==> src/rtl/pixrep_pkg.sv <==
// Shared definitions for the pixel replication engine: FSM states, scale codes
// and the scale-code to shift decode.
package pixrep_pkg;

  typedef enum logic [1:0] {
    ST_IDLE  = 2'd0,
    ST_RUN   = 2'd1,
    ST_FLUSH = 2'd2,
    ST_DONE  = 2'd3
  } state_e;

  localparam logic [1:0] SCALE_1X   = 2'd0;
  localparam logic [1:0] SCALE_2X   = 2'd1;
  localparam logic [1:0] SCALE_4X   = 2'd2;
  localparam logic [1:0] SCALE_RSVD = 2'd3;

  // The reserved code falls back to 1x.
  function automatic logic [1:0] scale_shift(input logic [1:0] sel);
    case (sel)
      SCALE_1X, SCALE_RSVD: return 2'd0;
      SCALE_2X:             return 2'd1;
      SCALE_4X:             return 2'd2;
      default:              return 2'd0;
    endcase
  endfunction

endpackage

==> src/rtl/pixrep_coord_counter.sv <==
// Output-frame x/y walker with run-time wrap at (W<<shift)-1 / (H<<shift)-1;
// also supplies the last-pixel flag and the linear output address.
module pixrep_coord_counter #(
  parameter int IMG_WIDTH_IN  = 160,
  parameter int IMG_HEIGHT_IN = 120,
  parameter int X_W           = 10,
  parameter int Y_W           = 9,
  parameter int A_W           = 19
) (
  input  logic           clk,
  input  logic           reset,
  input  logic           clear,
  input  logic           advance,
  input  logic [1:0]     shift,
  output logic [X_W-1:0] x,
  output logic [Y_W-1:0] y,
  output logic           last,
  output logic [A_W-1:0] lin_addr
);

  logic [X_W-1:0] x_last;
  logic [Y_W-1:0] y_last;
  logic [A_W-1:0] row_base;

  assign x_last = X_W'((IMG_WIDTH_IN << shift) - 1);
  assign y_last = Y_W'((IMG_HEIGHT_IN << shift) - 1);
  assign last   = (x == x_last) && (y == y_last);

  // y*W_OUT folded into a constant multiply followed by the scale shift.
  assign row_base = A_W'(y) * A_W'(IMG_WIDTH_IN);
  assign lin_addr = (row_base << shift) + A_W'(x);

  always_ff @(posedge clk) begin
    if (reset || clear) begin
      x <= '0;
      y <= '0;
    end else if (advance) begin
      if (x == x_last) begin
        x <= '0;
        y <= (y == y_last) ? '0 : y + 1'b1;
      end else begin
        x <= x + 1'b1;
      end
    end
  end

endmodule

==> src/rtl/pixel_replication_engine.sv <==
// Nearest-neighbour frame upscaler (1x/2x/4x), one replicated pixel per clock.
// Optional horizontal mirror on the read side when PIXREP_MIRROR_EN is defined.
//
// state    | meaning
// ST_IDLE  | waiting for START; counters held at zero
// ST_RUN   | one read per cycle while x/y walk the output frame
// ST_FLUSH | last read's data lands, last write issued
// ST_DONE  | DONE pulse, START ignored
module pixel_replication_engine
  import pixrep_pkg::*;
#(
  parameter int IMG_WIDTH_IN  = 160,
  parameter int IMG_HEIGHT_IN = 120,
  parameter int R_ADDR_W      = 15,
  parameter int W_ADDR_W      = 19
) (
  input  logic                CLK,
  input  logic                RESET,
  input  logic                START,
  input  logic [1:0]          SCALE_SEL,
`ifdef PIXREP_MIRROR_EN
  input  logic                MIRROR_X,
`endif
  output logic [R_ADDR_W-1:0] R_ADDR,
  input  logic [7:0]          PIXEL_IN,
  output logic [W_ADDR_W-1:0] W_ADDR,
  output logic [7:0]          W_DATA,
  output logic                W_EN,
  output logic                BUSY,
  output logic                DONE
);

  localparam int X_W = $clog2(IMG_WIDTH_IN * 4);
  localparam int Y_W = $clog2(IMG_HEIGHT_IN * 4);

  state_e              state;
  logic [1:0]          shift;
  logic                run;
  logic                clear;
  logic                last;
  logic [X_W-1:0]      x;
  logic [Y_W-1:0]      y;
  logic [W_ADDR_W-1:0] lin_addr;
  logic [R_ADDR_W-1:0] src_x;
  logic [R_ADDR_W-1:0] src_y;
  logic [R_ADDR_W-1:0] col;

  assign run   = (state == ST_RUN);
  assign clear = (state == ST_IDLE) && START;

  pixrep_coord_counter #(
    .IMG_WIDTH_IN (IMG_WIDTH_IN),
    .IMG_HEIGHT_IN(IMG_HEIGHT_IN),
    .X_W          (X_W),
    .Y_W          (Y_W),
    .A_W          (W_ADDR_W)
  ) u_coord (
    .clk     (CLK),
    .reset   (RESET),
    .clear   (clear),
    .advance (run),
    .shift   (shift),
    .x       (x),
    .y       (y),
    .last    (last),
    .lin_addr(lin_addr)
  );

  assign src_x = R_ADDR_W'(x >> shift);
  assign src_y = R_ADDR_W'(y >> shift);

`ifdef PIXREP_MIRROR_EN
  logic mirror;
  assign col = mirror ? (R_ADDR_W'(IMG_WIDTH_IN - 1) - src_x) : src_x;
`else
  assign col = src_x;
`endif

  assign R_ADDR = src_y * R_ADDR_W'(IMG_WIDTH_IN) + col;

  // Read data arrives in the write cycle, so it passes straight through.
  assign W_DATA = W_EN ? PIXEL_IN : 8'd0;

  always_ff @(posedge CLK) begin
    if (RESET) begin
      state  <= ST_IDLE;
      shift  <= 2'd0;
      W_ADDR <= '0;
      W_EN   <= 1'b0;
      BUSY   <= 1'b0;
      DONE   <= 1'b0;
`ifdef PIXREP_MIRROR_EN
      mirror <= 1'b0;
`endif
    end else begin
      DONE <= 1'b0;
      W_EN <= run;
      if (run) W_ADDR <= lin_addr;
      case (state)
        ST_IDLE: begin
          if (START) begin
            state <= ST_RUN;
            shift <= scale_shift(SCALE_SEL);
            BUSY  <= 1'b1;
`ifdef PIXREP_MIRROR_EN
            mirror <= MIRROR_X;
`endif
          end
        end
        ST_RUN: begin
          if (last) state <= ST_FLUSH;
        end
        ST_FLUSH: begin
          state <= ST_DONE;
          BUSY  <= 1'b0;
          DONE  <= 1'b1;
        end
        ST_DONE: begin
          state <= ST_IDLE;
        end
        default: state <= ST_IDLE;
      endcase
    end
  end

endmodule
==> config.mk <==
export PLATFORM = sky130hd
export DESIGN_NAME = pixel_replication_engine
export DESIGN_NICKNAME = d
export VERILOG_FILES = /design/src/rtl/pixrep_pkg.sv /design/src/rtl/pixrep_coord_counter.sv /design/src/rtl/pixel_replication_engine.sv
export SDC_FILE = /design/constraint.sdc
export NUM_CORES = 1
export LEC_CHECK = 0
export ABC_CLOCK_PERIOD_IN_PS = 13100
export CAP_MARGIN = 25
export CORE_MARGIN = 8
export CORE_UTILIZATION = 43
export CTS_CLUSTER_SIZE = 12
export DETAILED_ROUTE_END_ITERATION = 10
export PLACE_DENSITY_LB_ADDON = 0.2
export SKIP_CTS_REPAIR_TIMING = 1
export SYNTH_ARGS = -nofsm -noshare
export SYNTH_HDL_FRONTEND = slang
export SYNTH_SLANG_ARGS = --single-unit
==> constraint.sdc <==
create_clock -name CLK -period 13.1 [get_ports CLK]
set_input_delay 3.93 -clock CLK [delete_from_list [all_inputs] [get_ports CLK]]
set_output_delay 3.93 -clock CLK [all_outputs]
set_load 0.01 [all_outputs]
**Yosys cells after proc, flatten, opt, wreduce, memory -nomap -nowiden**

Cells that the tools add are included.

- Shift-type cells: 5
- Reductions and logical operators: 11
- Add/subtract/negate cells: 6
- Multiplexer cells: 10
- $mul: 2
- Eq/ne operators: 10

Operator list:

| cell | number |
|---|---|
| $add 19x10->19 | 1 |
| $shl 17x2->19 | 1 |
| $add 15x15->15 | 1 |
| $mul 15x3->10 const B | 1 |
| $shr 10x2->15 | 1 |
| $shr 9x2->15 | 1 |
| $mul 9x3->12 const B | 1 |
| $add 10x1->10 const B | 1 |
| $eq 10x10->1 | 1 |
| $mux 10 | 1 |
| $shl 8x2->10 const A | 1 |
| $sub 10x2->10 const B | 1 |
| $add 9x1->9 const B | 1 |
| $eq 9x9->1 | 1 |
| $mux 9 | 1 |
| $shl 7x2->9 const A | 1 |
| $sub 9x2->9 const B | 1 |
| $eq 2x2->1 const B | 4 |
| $mux 8 | 1 |
| $pmux 2 s4 | 1 |
| $reduce_and 2->1 | 4 |
| $pmux 2 s3 | 1 |
| $eq 2x1->1 const B | 2 |
| $logic_not 2->1 | 2 |
| 9 further kinds | 12 |

- Register bits after elaboration: 45
- Input bits: 13
- Output and inout bits: 45
- Logic and storage cells: 52

**Depth between registers and ports, before layout**

- Word-level depth: 6
- Depth in mapped cells: 17
- Mapped depth without buffers: 14

**Hierarchy**

A second synthesis with hierarchy kept.

- Cell total of the unflattened synthesis: 542
- Area, all modules: 4,539.4 µm²

By module, submodules not included:

| module | times used | seq. area each (µm²) | cells an instance | area each (µm²) |
|---|---|---|---|---|
| pixrep_coord_counter | 1 | 380.4 | 318 | 2,514.9 |
| pixel_replication_engine | 1 | 520.5 | 224 | 2,024.4 |

**Worst setup path after synthesis**

OpenSTA, ideal clock, no wires.

- Path type: input-to-output
- From: input port PIXEL_IN[0]
- To: output port W_DATA[0]
- Arrival time: 4,095 ps
- Required time: 9,170 ps
- Stages on the path: 1
- Buffers on the path: 0
- Slack: 5,075 ps
- Path through: and2_1

- Word-level cells in the longest chain between the ends: 1

Ends and longest elaborated chain:

| what | RTL line | RTL |
|---|---|---|
| start: declaration | pixel_replication_engine.sv:25 | `input logic [7:0] PIXEL_IN,` |
| $mux 8 | pixel_replication_engine.sv:82 | `assign W_DATA = W_EN ? PIXEL_IN : 8'd0;` |
| end: declaration | pixel_replication_engine.sv:27 | `output logic [7:0] W_DATA,` |

No other way between the ends.

**Worst setup path after layout**

- From: input port PIXEL_IN[6]
- To: output port W_DATA[6]

The elaborated chain is that of the path after synthesis.

==> impl_metrics.csv <==
group,metric,value,unit
route,vias_per_cell,5.30,
logic_synthesis,yosysSeqAreaShare,21.4,%
cells_and_area,fill_cells,951,
sta,hold_viol,0,
clock_network,cts_root_buffer,"clkbuf_8",
global_route,grt_pass1_vias,3431,
global_route,grt_max_degree,50,
cells_and_area,areaGrowthSynthToFinish,17.0,%
sta,tightest_slew,0.688,ns
run,drv_cap,0,
global_route,overflow,0,
clock_network,cts.sinks,45,
cells_and_area,final_cells,663,
pwr,finalPower,0.440,mW
placed_design,dp_hpwl,7220,um
worst_setup_path,crit_path_start_kind,"primary input",
cells_and_area,ff_latch_area,903,um^2
floorplan,die_y,115,um
route,wl_per_cell,14.1,um
route,ant_nets,0,
sta,setup_viol,0,
floorplan,coreArea,9640,um^2
hold_path,hold_depth,2,
logic_synthesis,synth_area_leaders,"dfxtp_1 21%, ha_1 15%, nor2_1 5.8%",
hold_path,hp-class,"reg2reg",
sta,hold_ws,0.478,ns
sta,fmax,112,MHz
cells_and_area,nets,595,
hold_path,hold_start,"W_ADDR[9]",
route,post-route-drc-count,0,
clock_network,cts_tree,"done",
route,drt-initial-drc-count,159,
placed_design,numPortBuffers,57,
clock_network,clockBufferDepth,2,
placed_design,routabilityCongestion,0.798,
worst_setup_path,arrival,5.03,ns
sta,fin_crit_sh,68.4,%
floorplan,dieArea,13200,um^2
route,wl,9350,um
pwr,vdd.ir_drop.worst,0.145,mV
global_route,antenna_found_initial,0,
worst_setup_path,cp_max_fo,1,
logic_synthesis,synth_async_sr_flop_share,0,%
clock_network,htreeDepth,2,
clock_network,path_clk_slew,0.09,ns
sta,max-slew-margin-rel,54.1,%
sta,period_needed,8.96,ns
floorplan,initial_core_util,43.7,%
clock_network,clk_latency,0.30,ns
global_route,grt_pass1_wl,16100,um
logic_synthesis,synth.largest_area_cell,"dfxtp_1",
worst_setup_path,crit_required,9.17,ns
logic_synthesis,synth_cells,488,
floorplan,ios,58,
sta,skew,0.00927,ns
logic_synthesis,synth_nets,554,
worst_setup_path,r2r_cells,13,
sta,rsz0062_at_grt,"no",
pwr,p_per_area,89.3,nW/um^2
logic_synthesis,yosys_register_bits,45,
route,via_count,3516,
worst_setup_path,crit_type,"in2out",
cells_and_area,drive_gt1_share,8.11,%
hold_path,worstHoldEndpoint,"W_ADDR[9]",
clock_network,cts_buffers,5,
placed_design,dpl_worst_slack,4.12,ns
logic_synthesis,yosys_warnings,0,
cells_and_area,multi_input_area,3070,um^2
cells_and_area,antenna_cells,0,
worst_setup_path,r2r_slack,8.74,ns
logic_synthesis,avgSynthCellArea,8.63,um^2
worst_setup_path,r2r-start,"u_coord.y[1]",
placed_design,post-place-cells,654,
sta,setup_tns,0,ns
route,dr.pass1.iters,4,
outcome,status,"finished clean",
logic_synthesis,ys_dominant_reg_cell,"dfxtp_1",
sta,finalWorstSetupSlack,4.14,ns
logic_synthesis,synthDistinctLibCells,65,
floorplan,die-width,115,um
global_route,grt.total_usage,14.5,%
logic_synthesis,netlist_area,4210,um^2
worst_setup_path,end_kind,"primary output",
sta,finalMaxSlewViolations,0,
logic_synthesis,synth_top_area_share,21.4,%
floorplan,rows,36,
worst_setup_path,r2r_end,"W_ADDR[17]",
logic_synthesis,synth-edff-count,0,
pwr,leakage,2.02,nW
## sequential cells by signal, summed over array words and instances (netlist names)
name       flops
W_ADDR        19
u_coord.x     10
u_coord.y      9
shift          2
state          2
BUSY           1
DONE           1
W_EN           1
## worst max-delay path, cell delays in order
cell and delay [ns]:
clkdlybuf4s50_1 0.46, and2_1 0.11, clkdlybuf4s50_1 0.53
## worst max path at each step
stage / from / endpoint / slack, ns / cells past startpoint
global route: PIXEL_IN[3] / W_DATA[3] / 4.10 / 3
floorplan: PIXEL_IN[0] / W_DATA[0] / 5.08 / 1
finish: PIXEL_IN[6] / W_DATA[6] / 4.14 / 3
detailed placement: PIXEL_IN[7] / W_DATA[7] / 4.12 / 3
global placement: PIXEL_IN[0] / W_DATA[0] / 4.15 / 3
CTS: PIXEL_IN[7] / W_DATA[7] / 4.12 / 3
## power by group
part	internal (mW)	switching, mW	total (mW)
clock network	0.0379	0.0503	0.0883
logic	0.0860	0.0992	0.185
registers	0.155	0.0114	0.166
total	0.279	0.161	0.440
## through the flow
stage,instance area (um^2),utilization (%)
2_1_floorplan,4210,-
3_3_place_gp,4810,49.9
3_5_place_dp,4810,49.9
4_1_cts,4900,50.8
5_1_grt,4930,51.1
6_report,4930,51.1
## cells in the mapped netlist (3+ instances only)
master,count
ha_1,49
o21ai_0,10
nand2_1,23
clkbuf_1,16
clkbuf_8,4
nand4_1,6
mux2i_1,22
nand3_1,9
buf_1,4
fa_1,4
and3_1,3
xor2_1,21
o21a_1,3
inv_1,20
nor3b_1,6
a211oi_1,11
a21oi_1,31
mux4_2,9
mux2_2,3
xnor2_1,27
o22ai_1,3
o21bai_1,7
nor3_1,8
nor4_1,4
nor2b_1,8
nor2_1,65
buf_6,3
a21o_1,9
and2_1,11
dfxtp_1,45
## routing by layer
layer	wire length [um]	GRT usage (%)	vias up	part of all wire (%)
met3	332	2.89	4	3.6
met5	0	0	-	0
met1	4440	18.7	1658	47
met4	45	3.06	0	0.48
met2	4530	24.5	39	48
li1	-	-	1815	-
## placed cells by master, fill, tap and decap left out, types with 11 or more instances in the layout
master,n
a21oi_1,31
and2_1,11
ha_1,49
mux2i_1,22
nand2_1,23
a211oi_1,11
xnor2_1,27
nor2_1,65
inv_1,20
dfxtp_1,43
xor2_1,21
clkdlybuf4s50_1,57
## final cells by class
cell class | count | share of cell area [%]
clock buffer | 5 | 1.40
clock inverter | 3 | 0.432
inverter | 22 | 1.68
multi-input combinational | 394 | 62.2
sequential | 45 | 18.3
tap | 133 | 3.38
timing repair buffer | 61 | 12.6
## logic make-up (layout without fill, tap and decap cells)
group / after synthesis / in the layout / synth area share (%)
compound gates: 98 / 98 / 15.8
fa+ha+maj: 53 / 53 / 16.5
flops: 45 / 45 / 21.4
simple gates: 160 / 160 / 19.0
xor+xnor: 48 / 48 / 9.98
mux: 35 / 35 / 11.5
buf+inv: 49 / 91 / 5.85
No activity file was read; power rests on OpenSTA's default activity.
